===== src/rtl/ctrl_pipe.sv =====
// ctrl_pipe -- ID-stage main control decoder plus load-use hazard unit
// for a classic 5-stage pipeline, carrying the decoded control bits
// through the ID/EX, EX/MEM and MEM/WB registers.
//
// Parameters:
//   RA_W       register-address width
//   STALL_CYC  load-use stall length in cycles (1..3)
//
// Ports:
//   clk_i, rst_i      clock, asynchronous active-high reset
//   Op_i              ID-stage opcode
//   Rs_i, Rt_i        ID-stage source registers
//   branch_eq_i       ID-stage rs==rt compare result
//   pc_write_o        PC enable
//   ifid_write_o      IF/ID enable
//   ifid_flush_o      IF/ID flush (taken branch or jump)
//   jump_o, branch_o  taken jump / taken branch
//   stall_o           load-use stall active
//   illegal_o         unknown opcode in ID
//   EX_o              {ALUSrc, ALUOp[1:0], RegDst} from ID/EX
//   MEM_o             {MemWrite, MemRead} from EX/MEM
//   WB_o              {RegWrite, MemtoReg} from MEM/WB
//
// state | meaning
// ------+-----------------------------------------------------------
// RUN   | normal issue; a detected load-use hazard stalls this cycle
// STALL | extra stall cycles while cnt counts down to 1
module ctrl_pipe #(
    parameter int RA_W      = 5,
    parameter int STALL_CYC = 1
) (
    input  logic            clk_i,
    input  logic            rst_i,
    input  logic [5:0]      Op_i,
    input  logic [RA_W-1:0] Rs_i,
    input  logic [RA_W-1:0] Rt_i,
    input  logic            branch_eq_i,
    output logic            pc_write_o,
    output logic            ifid_write_o,
    output logic            ifid_flush_o,
    output logic            jump_o,
    output logic            branch_o,
    output logic            stall_o,
    output logic            illegal_o,
    output logic [3:0]      EX_o,
    output logic [1:0]      MEM_o,
    output logic [1:0]      WB_o
);

    localparam int CNT_W = $clog2(STALL_CYC + 1);

    localparam logic [5:0] OP_R    = 6'b000000;
    localparam logic [5:0] OP_ADDI = 6'b001000;
    localparam logic [5:0] OP_LW   = 6'b100011;
    localparam logic [5:0] OP_SW   = 6'b101011;
    localparam logic [5:0] OP_BEQ  = 6'b000100;
    localparam logic [5:0] OP_J    = 6'b000010;

    generate
        if (STALL_CYC < 1 || STALL_CYC > 3) begin : g_bad_stall_cyc
            $error("ctrl_pipe: STALL_CYC must be 1..3");
        end
    endgenerate

    typedef enum logic {RUN = 1'b0, STALL = 1'b1} state_t;

    state_t     state, state_next;
    logic [CNT_W-1:0] cnt, cnt_next;

    logic [3:0] dec_ex;
    logic [1:0] dec_mem;
    logic [1:0] dec_wb;
    logic       dec_illegal;
    logic       uses_rt;
    logic       hazard;
    logic       stall;

    logic [3:0]      idex_ex;
    logic [1:0]      idex_mem;
    logic [1:0]      idex_wb;
    logic [RA_W-1:0] idex_rt;
    logic [1:0]      exmem_mem;
    logic [1:0]      exmem_wb;
    logic [1:0]      memwb_wb;

    always_comb begin
        dec_ex      = 4'b0000;
        dec_mem     = 2'b00;
        dec_wb      = 2'b00;
        dec_illegal = 1'b0;
        uses_rt     = 1'b0;
        case (Op_i)
            OP_R: begin
                dec_ex  = 4'b0101;
                dec_wb  = 2'b10;
                uses_rt = 1'b1;
            end
            OP_ADDI: begin
                dec_ex = 4'b1000;
                dec_wb = 2'b10;
            end
            OP_LW: begin
                dec_ex  = 4'b1000;
                dec_mem = 2'b01;
                dec_wb  = 2'b11;
            end
            OP_SW: begin
                dec_ex  = 4'b1000;
                dec_mem = 2'b10;
                uses_rt = 1'b1;
            end
            OP_BEQ: begin
                dec_ex  = 4'b0010;
                uses_rt = 1'b1;
            end
            OP_J: ;
            default: dec_illegal = 1'b1;
        endcase
    end

    // Rt only counts as a source for opcodes that actually read it.
    assign hazard = idex_mem[0] && (idex_rt != '0) &&
                    ((idex_rt == Rs_i) || (uses_rt && (idex_rt == Rt_i)));

    always_ff @(posedge clk_i or posedge rst_i) begin
        if (rst_i) begin
            state <= RUN;
            cnt   <= '0;
        end else begin
            state <= state_next;
            cnt   <= cnt_next;
        end
    end

    // The RUN cycle that detects the hazard is the first stall cycle, so
    // STALL only covers the remaining STALL_CYC-1 cycles.
    always_comb begin
        state_next = state;
        cnt_next   = cnt;
        stall      = 1'b0;
        case (state)
            RUN: begin
                if (hazard) begin
                    stall = 1'b1;
                    if (STALL_CYC > 1) begin
                        state_next = STALL;
                        cnt_next   = CNT_W'(STALL_CYC - 1);
                    end
                end
            end
            STALL: begin
                stall    = 1'b1;
                cnt_next = cnt - CNT_W'(1);
                if (cnt == CNT_W'(1)) begin
                    state_next = RUN;
                end
            end
            default: state_next = RUN;
        endcase
    end

    assign stall_o      = stall;
    assign pc_write_o   = ~stall;
    assign ifid_write_o = ~stall;
    assign jump_o       = (Op_i == OP_J) && !stall;
    assign branch_o     = (Op_i == OP_BEQ) && branch_eq_i && !stall;
    assign ifid_flush_o = jump_o | branch_o;
    assign illegal_o    = dec_illegal;

    always_ff @(posedge clk_i or posedge rst_i) begin
        if (rst_i) begin
            idex_ex   <= '0;
            idex_mem  <= '0;
            idex_wb   <= '0;
            idex_rt   <= '0;
            exmem_mem <= '0;
            exmem_wb  <= '0;
            memwb_wb  <= '0;
        end else begin
            idex_ex   <= stall ? 4'b0000 : dec_ex;
            idex_mem  <= stall ? 2'b00   : dec_mem;
            idex_wb   <= stall ? 2'b00   : dec_wb;
            idex_rt   <= stall ? '0      : Rt_i;
            exmem_mem <= idex_mem;
            exmem_wb  <= idex_wb;
            memwb_wb  <= exmem_wb;
        end
    end

    assign EX_o  = idex_ex;
    assign MEM_o = exmem_mem;
    assign WB_o  = memwb_wb;

endmodule


===== config.mk =====
export PLATFORM = sky130hd
export DESIGN_NAME = ctrl_pipe
export DESIGN_NICKNAME = d
export VERILOG_FILES = /design/src/rtl/ctrl_pipe.sv
export SDC_FILE = /design/constraint.sdc
export NUM_CORES = 1
export LEC_CHECK = 0
export ABC_AREA = 0
export ABC_CLOCK_PERIOD_IN_PS = 3900
export CAP_MARGIN = 5
export CORE_MARGIN = 2
export CORE_UTILIZATION = 40
export CTS_CLUSTER_SIZE = 24
export DETAILED_ROUTE_END_ITERATION = 16
export PLACE_DENSITY = 0.71
export SLEW_MARGIN = 20
export SYNTH_ARGS = -nofsm -noshare
export SYNTH_HDL_FRONTEND = slang
export SYNTH_SLANG_ARGS = --single-unit

===== constraint.sdc =====
create_clock -name clk_i -period 3.9 [get_ports clk_i]
set_clock_uncertainty 0.05 [all_clocks]
set_input_delay 0.585 -clock clk_i [delete_from_list [all_inputs] [get_ports clk_i]]
set_output_delay 0.585 -clock clk_i [all_outputs]
set_load 0.02 [all_outputs]

==> Yosys cells after proc, flatten, opt, wreduce, memory -nomap -nowiden <==
Index checks and enable logic that the tools add are counted.
{ "classes": {"reduce_logical": 14, "mul": 0, "n_div": 0, "n_addsub": 1, "shifts": 0, "eq_ne": 7, "bitwise": 3, "mux": 13, "n_lt_le_gt_ge": 0} }
{ "op_table": {"columns": ["cell", "n"], "rows": [
  ["equality test 6 bit (second input constant)", 2],
  ["one-hot mux 4 bit (3 select lines)", 1],
  ["equality test 5 bit", 2],
  ["one-hot mux 2 bit (2 select lines)", 2],
  ["equality test 6 x 2 -> 1 bit (second input constant)", 1],
  ["equality test 6 x 3 -> 1 bit (second input constant)", 1],
  ["equality test 6 x 4 -> 1 bit (second input constant)", 1],
  ["logical AND 1 bit", 6],
  ["logical NOT 6 bit", 1],
  ["OR reduction 3 bit", 2],
  ["OR reduction 6 bit", 1],
  ["two-way mux 1 bit", 5],
  ["two-way mux 5 bit", 1],
  ["nonzero test 5 bit", 1],
  ["two-way mux 2 bit", 2],
  ["two-way mux 4 bit", 1],
  ["NOT 1 bit", 2],
  ["one-hot mux 1 bit (2 select lines)", 1],
  ["OR reduction 2 bit", 1],
  ["logical NOT 1 bit", 1],
  ["logical OR 1 bit", 1],
  ["OR 1 bit", 1],
  ["subtractor 1 bit (second input constant)", 1]
]} }
{ "totals": {"out_inout_bits": 15, "ramBits": 0, "romBits": 0, "ff_bits": 21, "in_bits": 19, "latch_bits": 0, "word_cells": 47, "mem_count": 0} }

==> Logic depth before layout (Yosys ltp) <==
Gate-level depths: netlist (run 1).
{ "depth": {"ltp_word": 11, "ltp_mapped": 7, "mapped_depth_nobuf": 4} }

==> Worst setup path after synthesis (run 1) <==
OpenSTA, ideal clock, no wires.
{ "synth_timing": {"path_type": "reg2out", "start": "reg idex_rt[3]", "end": "out pc_write_o", "n_path_buf": 2, "stages_incl_launch_ff": 7, "required_time_ps": 3265, "setup_slack_ps": 1104, "t_arrival_ps": 2161, "cell_sequence": "dfrtp_1 or4_4 o21ai_2 nor4_4 buf_6 nor3_1 buf_4"} }
{ "synth_between": {"elab_chain_cells": 7, "elab_cells_between_ends": 10, "cone_classes": "eq/ne (2); mux (2); bitwise (1); reduce/logical (5)"} }
{ "synth_lines": {"columns": ["element", "line_no", "text"], "rows": [
  ["from (decl)", "81", "logic [RA_W-1:0] idex_rt;"],
  ["from (signal assigned)", "183", "idex_rt <= stall ? '0 : Rt_i;"],
  ["equality test 5 bit", "123", "((idex_rt == Rs_i) || (uses_rt && (idex_rt == Rt_i)));"],
  ["logical AND 1 bit", "123", null],
  ["logical OR 1 bit", "123", null],
  ["logical AND 1 bit (*)", "122", "assign hazard = idex_mem[0] && (idex_rt != '0) &&"],
  ["two-way mux 1 bit (*)", "143", "if (hazard) begin"],
  ["one-hot mux 1 bit (2 select lines) (*)", "141", "case (state)"],
  ["NOT 1 bit (*)", null, null],
  ["to (decl)", "38", "output logic pc_write_o,"]
]} }
Mark *: on every way between the ends. The rest lies on a longest branch, timed or not.

==> Final worst setup path (run 1) <==
{ "layout_timing": {"start": "in Op_i[3]", "end": "out branch_o"} }
{ "layout_between": {"elab_chain_cells": 10, "elab_cells_between_ends": 13, "cone_classes": "eq/ne (2); mux (3); reduce/logical (8)"} }
{ "layout_lines": {"columns": ["element", "line_no", "text"], "rows": [
  ["from (decl)", "34", "input logic [5:0] Op_i,"],
  ["equality test 6 x 3 -> 1 bit, or another cell as far along", "92, 166", null],
  ["OR reduction 3 bit (no source line)", null, null],
  ["two-way mux 1 bit", "92", "case (Op_i)"],
  ["logical AND 1 bit", "123", null],
  ["logical OR 1 bit", "123", null],
  ["logical AND 1 bit", "122", null],
  ["two-way mux 1 bit", "143", null],
  ["one-hot mux 1 bit (2 select lines)", "141", null],
  ["logical NOT 1 bit", "166", "assign branch_o = (Op_i == OP_BEQ) && branch_eq_i && !stall;"],
  ["logical AND 1 bit (*)", "166", null],
  ["to (decl)", "42", "output logic branch_o,"]
]} }
Marked as above.

==> flow_summary.ini, run 1 <==
[min_path]
min_from = exmem_wb[0]$_DFF_PP0_
hold_path_class = reg2reg
min_to = WB_o[0]$_DFF_PP0_
holdPathStages = 0

[sta]
min_period_ps = 3430
slew_viol_final = 0
setup_viol = 0
hold_violations = 0
worst_pin_slew_ps = 748
timing.hold.ws_ps = 309
max_freq_mhz = 291
tns_ps = 0
rsz0062_at_grt = no
slew_headroom_pct = 50.1
finalCritPeriodShare_pct = 88.1

[floorplanning]
die_w_um = 55.7
num_rows = 18
die_h_um = 55.7
die-area_um2 = 3100
ios = 34
core-area_um2 = 2500
start_util_pct = 42.7

[route]
drc = 0
ant_nets = 0
firstDrtPassIters = 3
wire_per_inst_um = 14.0
drt_wl_total_um = 2140
vias_per_cell = 5.20
drtIter0Drc = 11
dr_total_vias = 795

[clock_network]
postCtsHoldBufs = 0
htreeDepth = 1
cts_buffers = 3
cts_resized = 0
cts-root-buf = clkbuf_4
cts.sinks = 20
clk_path_buf_depth = 2
cts_tree = built
clkSlewWorstSetupHoldPaths_ps = 100
post-cts-setup-buffers = 0
clk_latency_ps = 300

[grt]
overflow = 0
track_usage_pct = 15.1
antenna_found_initial = 0
grt_max_degree = 21
grt_pass1_vias = 815
grt_pass1_wl_um = 3630

[status]
status = completed

[worst_setup_path]
critPathKind = in2out
reg2reg_depth = 5
crit_arrival_ps = 2800
required_ps = 3260
r2r_end = EX_o[3]$_DFF_PP0_
r2r_slack_ps = 1970
crit_path_end_kind = primary output
cp_slowest_cell = clkdlybuf4s50_1
path_buf_inv = 2
path_delay_family = buffers and inverters
cp-start-kind = input port
path_max_fanout = 7
path_cells = clkdlybuf4s50_1, nor3_1, nand2b_1, or4_1, nor3_1, clkdlybuf4s50_1
worstReg2RegStart = idex_rt[3]$_DFF_PP0_
startpoint = Op_i[3]
slowest_delay_ps = 630

[layout]
final_common_cell = clkdlybuf4s50_1
syn2layout_area_growth_pct = 34.9
layout_common_cells = clkdlybuf4s50_1, dfrtp_1, nor3_1
fin_util_pct = 57.6
diodes = 0
final_nets = 143
fin_area_um2 = 1440
fin_cells = 153
layout-drive-gt1-share_pct = 17.9

[pwr]
peakVddDrop_mv = 0.215
power.density_nw_per_um2 = 275
power.leakage_nw = 0.590

[synthesis]
yosysSeqAreaShare_pct = 46.9
postSynthAreaPerCell_um2 = 11.7
async_flop_share_pct = 100
synth_seq_cells = 20
syn_nets = 110
ys_types = 32
ys.warnings.count = 0
syn_area_um2 = 1070
synth_ff_type = dfrtp_1
syn_inst = 91
synth_edf_count = 0

[placed_design]
globalplace.congestion = 0.847
place.port_buffers = 33
dp_hpwl_um = 1630
postPlaceCellArea_um2 = 1400
place_inst = 149

[run]
maxCapViolCount = 0
through the flow:
stage | setup slack [ps] | total power [W]
global route | 378 | 0.000416
finish | 466 | 0.000396
CTS | 484 | 0.000404
detailed placement | 487 | 0.000282
global placement | 503 | 0.000280
floorplan | 1100 | 0.000252
state kept, by name, indices dropped and copies added (netlist names):
name / count
exmem_wb: 2
MEM_o: 2
cnt: 1
WB_o: 2
idex_rt: 5
idex_mem: 2
idex_wb: 2
EX_o: 3
state: 1
cell usage after synthesis, types with 2 or more instances:
cell type / instances / area [um2]
buf_4: 2 / 15.0
buf_6: 2 / 22.5
clkbuf_1: 3 / 11.3
dfrtp_1: 20 / 500
nand2_1: 3 / 11.3
nand3_1: 3 / 15.0
nor2_1: 5 / 18.8
nor2b_1: 2 / 12.5
nor3_1: 11 / 55.1
nor4_4: 2 / 42.5
nor4b_2: 5 / 75.1
or3_1: 3 / 18.8
or4_1: 2 / 15.0
xnor2_1: 8 / 70.1
xor2_1: 3 / 26.3
area by class of cell:
class	count	area, um2
Clock buffer	4	36.3
Fill cell	219	1060
Inverter	1	3.75
Multi-Input combinational cell	62	509
Sequential cell	20	500
Tap cell	30	37.5
Timing Repair Buffer	36	353
power by group:
group	internal [W]	leakage, nW	switching, W
registers	0.000212	0.267	0.00000410
clock network	0.0000570	0.0210	0.0000621
logic	0.0000342	0.302	0.0000268
total	0.000303	0.590	0.0000930
how the worst max path moves through the flow:
stage	end	slack, ps	cells after the start
2_1_floorplan	pc_write_o	1100	6
6_report	branch_o	470	6
3_3_place_gp	branch_o	500	6
4_1_cts	branch_o	480	6
5_1_grt	branch_o	380	6
3_5_place_dp	branch_o	490	6
layer usage:
metal  track usage (%)  wire length (um)  vias to the layer above
li1                  -                 -                      392
met1              16.8               903                      379
met2              25.0              1090                       19
met3              4.19                86                        5
met4              10.5                61                        0
met5                 0                 0                        -
logic make-up (layout without fill, tap and decap cells):
kind of cell / after synthesis / count (layout) / synth area share [%]
and+or+nand+nor: 44 / 44 / 31.7
DFF: 20 / 20 / 46.9
xor gates and xnor gates: 11 / 11 / 9.03
buffers and inverters: 9 / 41 / 5.39
AOI/OAI and AO/OA: 4 / 4 / 4.10
muxes: 2 / 2 / 1.99
adders and majority gates: 1 / 1 / 0.938
Power figures use the tool's default switching activity.
==> inputs of run 2 (changes only) <==
--- a/config.mk
+++ b/config.mk
@@ -8,11 +8,11 @@
 export ABC_AREA = 0
 export ABC_CLOCK_PERIOD_IN_PS = 3900
 export CAP_MARGIN = 5
-export CORE_MARGIN = 2
-export CORE_UTILIZATION = 40
+export CORE_MARGIN = 1
+export CORE_UTILIZATION = 45
 export CTS_CLUSTER_SIZE = 24
 export DETAILED_ROUTE_END_ITERATION = 16
-export PLACE_DENSITY = 0.71
+export PLACE_DENSITY = 0.78
 export SLEW_MARGIN = 20
 export SYNTH_ARGS = -nofsm -noshare
 export SYNTH_HDL_FRONTEND = slang
==> run 2 against run 1 <==
  * Core utilization increased by 7.5 points
  * Maximum frequency increased by 0.84%
  * Non-clock buffer count unchanged
  * Combinational power about the same
  * Die area decreased by 17%
  * Flip-flop and latch count unchanged
  * Cell area increased by 0.96%
  * Final cell count decreased by 1.3%
  * Routed wire length decreased by 7.7%
  * First-iteration DRC count decreased by 45%
  * Via count decreased by 0.63%
  * Critical endpoint unchanged
  * Largest power group unchanged
==> flow_summary.ini, run 2 (synthesis gave the netlist of run 1 again) <==
[status]
status = completed

[layout]
fin_cells = 151
diodes = 0
fill_cells = 197
largest_register_ff_count = 5
layout_common_cells = clkdlybuf4s50_1, dfrtp_1, nor3_1
final_common_cell = clkdlybuf4s50_1
top_register = idex_rt
syn2layout_area_growth_pct = 36.2
layout-drive-gt1-share_pct = 17.9
final_nets = 143

[sta]
slew_headroom_pct = 51.7
finalCritPeriodShare_pct = 87.3
min_period_ps = 3410
max_freq_mhz = 294
slew_viol_final = 0
rsz0062_at_grt = no
worst_pin_slew_ps = 724
setup_viol = 0
hold_violations = 0
tns_ps = 0

[pwr]
power.density_nw_per_um2 = 305
power.leakage_nw = 0.597
peakVddDrop_mv = 0.176

[worst_setup_path]
cp-start-kind = input port
path_max_fanout = 7
required_ps = 3260
crit_arrival_ps = 2770
crit_path_end_kind = primary output
critPathKind = in2out

[clock_network]
cts_tree = built
postCtsHoldBufs = 0
clk_path_buf_depth = 2
cts_buffers = 3
cts-root-buf = clkbuf_4
htreeDepth = 1
cts_resized = 0
clkSlewWorstSetupHoldPaths_ps = 120
cts.sinks = 20
clk_latency_ps = 300
post-cts-setup-buffers = 0

[grt]
grt_max_degree = 21
grt_pass1_vias = 739
antenna_found_initial = 0
grt_pass1_wl_um = 3120
track_usage_pct = 16.4
overflow = 0

[placed_design]
globalplace.congestion = 0.755
dp_hpwl_um = 1530
place.port_buffers = 33
place_inst = 147

[route]
vias_per_cell = 5.23
ant_nets = 0
drt_wl_total_um = 1980
wire_per_inst_um = 13.1
drtIter0Drc = 6
drc = 0
dr_total_vias = 790
firstDrtPassIters = 3

[floorplanning]
die_w_um = 50.7
start_util_pct = 47.8
die-area_um2 = 2570
core-area_um2 = 2230
ios = 34
num_rows = 17
die_h_um = 50.7

[min_path]
hold_path_class = reg2reg

[run]
maxCapViolCount = 0
==> run 2: final timing paths <==
path / endpoint / startpoint / slack [ps] / cells past startpoint
max: branch_o / Op_i[3] / 490 / 6
min: WB_o[0]$_DFF_PP0_ / exmem_wb[0]$_DFF_PP0_ / 310 / 0
max reg2reg: idex_rt[2]$_DFF_PP0_ / idex_rt[4]$_DFF_PP0_ / 2000 / 5
min reg2reg: WB_o[0]$_DFF_PP0_ / exmem_wb[0]$_DFF_PP0_ / 310 / 0
max in group asynchronous: idex_rt[0]$_DFF_PP0_ / rst_i / 2700 / 2
min in group asynchronous: MEM_o[0]$_DFF_PP0_ / rst_i / 640 / 2
==> run 2: final cells by class <==
class	count	area [um2]	area share [%]
Multi-Input combinational cell	62	509	35.0
Clock buffer	3	22.5	1.55
Sequential cell	20	500	34.4
Timing Repair Buffer	36	353	24.3
Tap cell	28	35.0	2.41
Inverter	1	3.75	0.258
Clock inverter	1	30.0	2.07
==> run 2: routing by layer <==
layer  up-vias  GRT usage, %  share of wire (%)  wire [um]
met5         -             0                  0          0
met4         0          6.94               0.71         14
met3         2          2.12                4.6         90
met2        22          28.7                 50        986
met1       374          20.1                 45        883
li1        392             -                  -          -
==> run 2: through the flow <==
stage	worst slack (ps)	util, %	power, W	cell area, um2	hold slack, ps
2_1_floorplan	1100	-	0.000252	1070	281
3_3_place_gp	530	62.7	0.000279	1400	283
3_5_place_dp	509	62.7	0.000281	1400	286
4_1_cts	488	65.1	0.000447	1450	313
5_1_grt	381	65.1	0.000460	1450	322
6_report	495	65.1	0.000444	1450	309
==> run 2: power by group <==
| part | switching (W) | internal [W] |
|---|---|---|
| clock | 0.0000630 | 0.000104 |
| sequential | 0.00000438 | 0.000212 |
| combinational | 0.0000265 | 0.0000342 |
| total | 0.0000938 | 0.000350 |
==> run 2: worst max-delay path, cell delays in order <==
cell	delay [ps]
clkdlybuf4s50_1	530
nor3_1	280
nand2b_1	130
or4_1	470
nor3_1	150
clkdlybuf4s50_1	630
==> inputs of run 3 (changes only) <==
--- a/config.mk
+++ b/config.mk
@@ -12,7 +12,9 @@
 export CORE_UTILIZATION = 45
 export CTS_CLUSTER_SIZE = 24
 export DETAILED_ROUTE_END_ITERATION = 16
-export PLACE_DENSITY = 0.78
+export DONT_BUFFER_PORTS = 1
+export SKIP_CTS_REPAIR_TIMING = 1
+export SKIP_LAST_GASP = 1
 export SLEW_MARGIN = 20
 export SYNTH_ARGS = -nofsm -noshare
 export SYNTH_HDL_FRONTEND = slang
==> run 3 against run 2 <==
  * Register-to-register slack barely moved
  * Via count fell by 14%
  * First-iteration DRC count fell by 67%
  * Die area did not move
  * Sequential power barely moved
  * Largest power group unchanged
  * Flip-flop and latch count did not move
  * Core utilization fell by 15 points
  * Setup slack improved by 460 ps
  * Clock-buffer cell count did not move
==> flow_summary.ini, run 3 (synthesis gave the netlist of run 1 again) <==
[status]
status = completed

[clock_network]
cts_tree = built
cts_buffers = 3
cts.sinks = 20
cts-root-buf = clkbuf_4
clk_path_buf_depth = 2
clkSlewWorstSetupHoldPaths_ps = 110
htreeDepth = 1
clk_latency_ps = 300

[placed_design]
postPlaceCellArea_um2 = 1070
globalplace.congestion = 0.754
place_inst = 114
dp_hpwl_um = 1340
place.port_buffers = 0

[worst_setup_path]
r2r_end = EX_o[3]$_DFF_PP0_
cp-start-kind = register
r2r_slack_ps = 1990
startpoint = idex_rt[3]$_DFF_PP0_
critPathKind = reg2out
crit_path_end = branch_o
crit_arrival_ps = 2310
slowest_delay_ps = 560
cp_slowest_cell = or4_4
reg2reg_depth = 5
path_delay_family = simple AND/OR/NAND/NOR gates
path_cells = or4_4, o21ai_2, nor4_4, buf_4, nor3_1
crit_path_end_kind = primary output
path_buf_inv = 1
crit_cells = 5
path_max_fanout = 17
worstReg2RegStart = idex_rt[3]$_DFF_PP0_
required_ps = 3260

[sta]
hold_violations = 0
slew_viol_final = 0
slew_headroom_pct = 52.8
setup_viol = 0
max_freq_mhz = 340
finalCritPeriodShare_pct = 75.5
min_period_ps = 2940
tns_ps = 0
rsz0062_at_grt = no
worst_pin_slew_ps = 707

[layout]
fin_area_um2 = 1120
layout_common_cells = dfrtp_1, nor3_1, xnor2_1
largest_register_ff_count = 5
fin_cells = 118
final_common_cell = dfrtp_1
layout-drive-gt1-share_pct = 24.4
multi_input_area_um2 = 509
seq_area_um2 = 500
fill_cells = 210
syn2layout_area_growth_pct = 5.28
fin_util_pct = 50.3
diodes = 0
final_nets = 110
top_register = idex_rt

[grt]
grt_use_met1_pct = 22.2
grt_pass1_wl_um = 2960
gr-usage-met2_pct = 21.8
overflow = 0
grtUsageMet3_pct = 5.15
track_usage_pct = 15.9
grt_max_degree = 21
antenna_found_initial = 0
busiest_layer = met1
grt_pass1_vias = 646

[route]
wire_per_inst_um = 15.2
dr_total_vias = 680
firstDrtPassIters = 4
drtIter0Drc = 2
ant_nets = 0
drt_wl_total_um = 1790
vias_per_cell = 5.76
drc = 0

[pwr]
power.leakage_nw = 0.471
power_w = 0.000416
power.density_nw_per_um2 = 370
peakVddDrop_mv = 0.216

[floorplanning]
die-area_um2 = 2570
die_w_um = 50.7
core-area_um2 = 2230
start_util_pct = 47.8
die_h_um = 50.7
ios = 34
num_rows = 17

[run]
maxCapViolCount = 0

[min_path]
hold_path_class = in2async
## run 3: cell count changes in the layout (fill, tap and decap cells not counted)
cell             before  now
clkdlybuf4s50_1      33    0
## run 3: where the power goes
group          internal, W  leakage [nW]  total [W]  switching, W
sequential        0.000212         0.267   0.000217    0.00000566
clock             0.000104        0.0279   0.000166     0.0000624
combinational    0.0000159         0.177  0.0000318     0.0000159
total             0.000332         0.471   0.000416     0.0000840
## run 3: through the flow
step | setup slack (ps) | hold WS (ps)
after floorplan | 1100 | 281
after global placement | 1330 | 282
after detailed placement | 1290 | 285
after CTS | 937 | 252
after global routing | 837 | 272
final | 957 | 219
## run 3: worst min-delay path by stage
stage | start | endpoint | slack (ps) | cells past startpoint
after floorplan | idex_mem[1]$_DFF_PP0_ | MEM_o[1]$_DFF_PP0_ | 280 | 0
after global placement | exmem_wb[0]$_DFF_PP0_ | WB_o[0]$_DFF_PP0_ | 280 | 0
after detailed placement | idex_mem[1]$_DFF_PP0_ | MEM_o[1]$_DFF_PP0_ | 280 | 0
after CTS | rst_i | MEM_o[1]$_DFF_PP0_ | 250 | 1
after global routing | rst_i | idex_mem[0]$_DFF_PP0_ | 270 | 1
final | rst_i | MEM_o[0]$_DFF_PP0_ | 220 | 1
## run 3: layout make-up
class                   instances  area share (%)
flip-flops and latches         20            44.5
well taps                      28            3.12
multi-input cells              62            45.3
clock buffers                   3            2.00
repair buffers                  3            2.00
inverters                       1           0.334
clock inverters                 1            2.67
## run 3: metal layers
layer | vias to the layer above | wire, um
met4 | 0 | 31
met1 | 331 | 815
met3 | 5 | 106
met2 | 26 | 839
li1 | 318 | -
met5 | - | 0
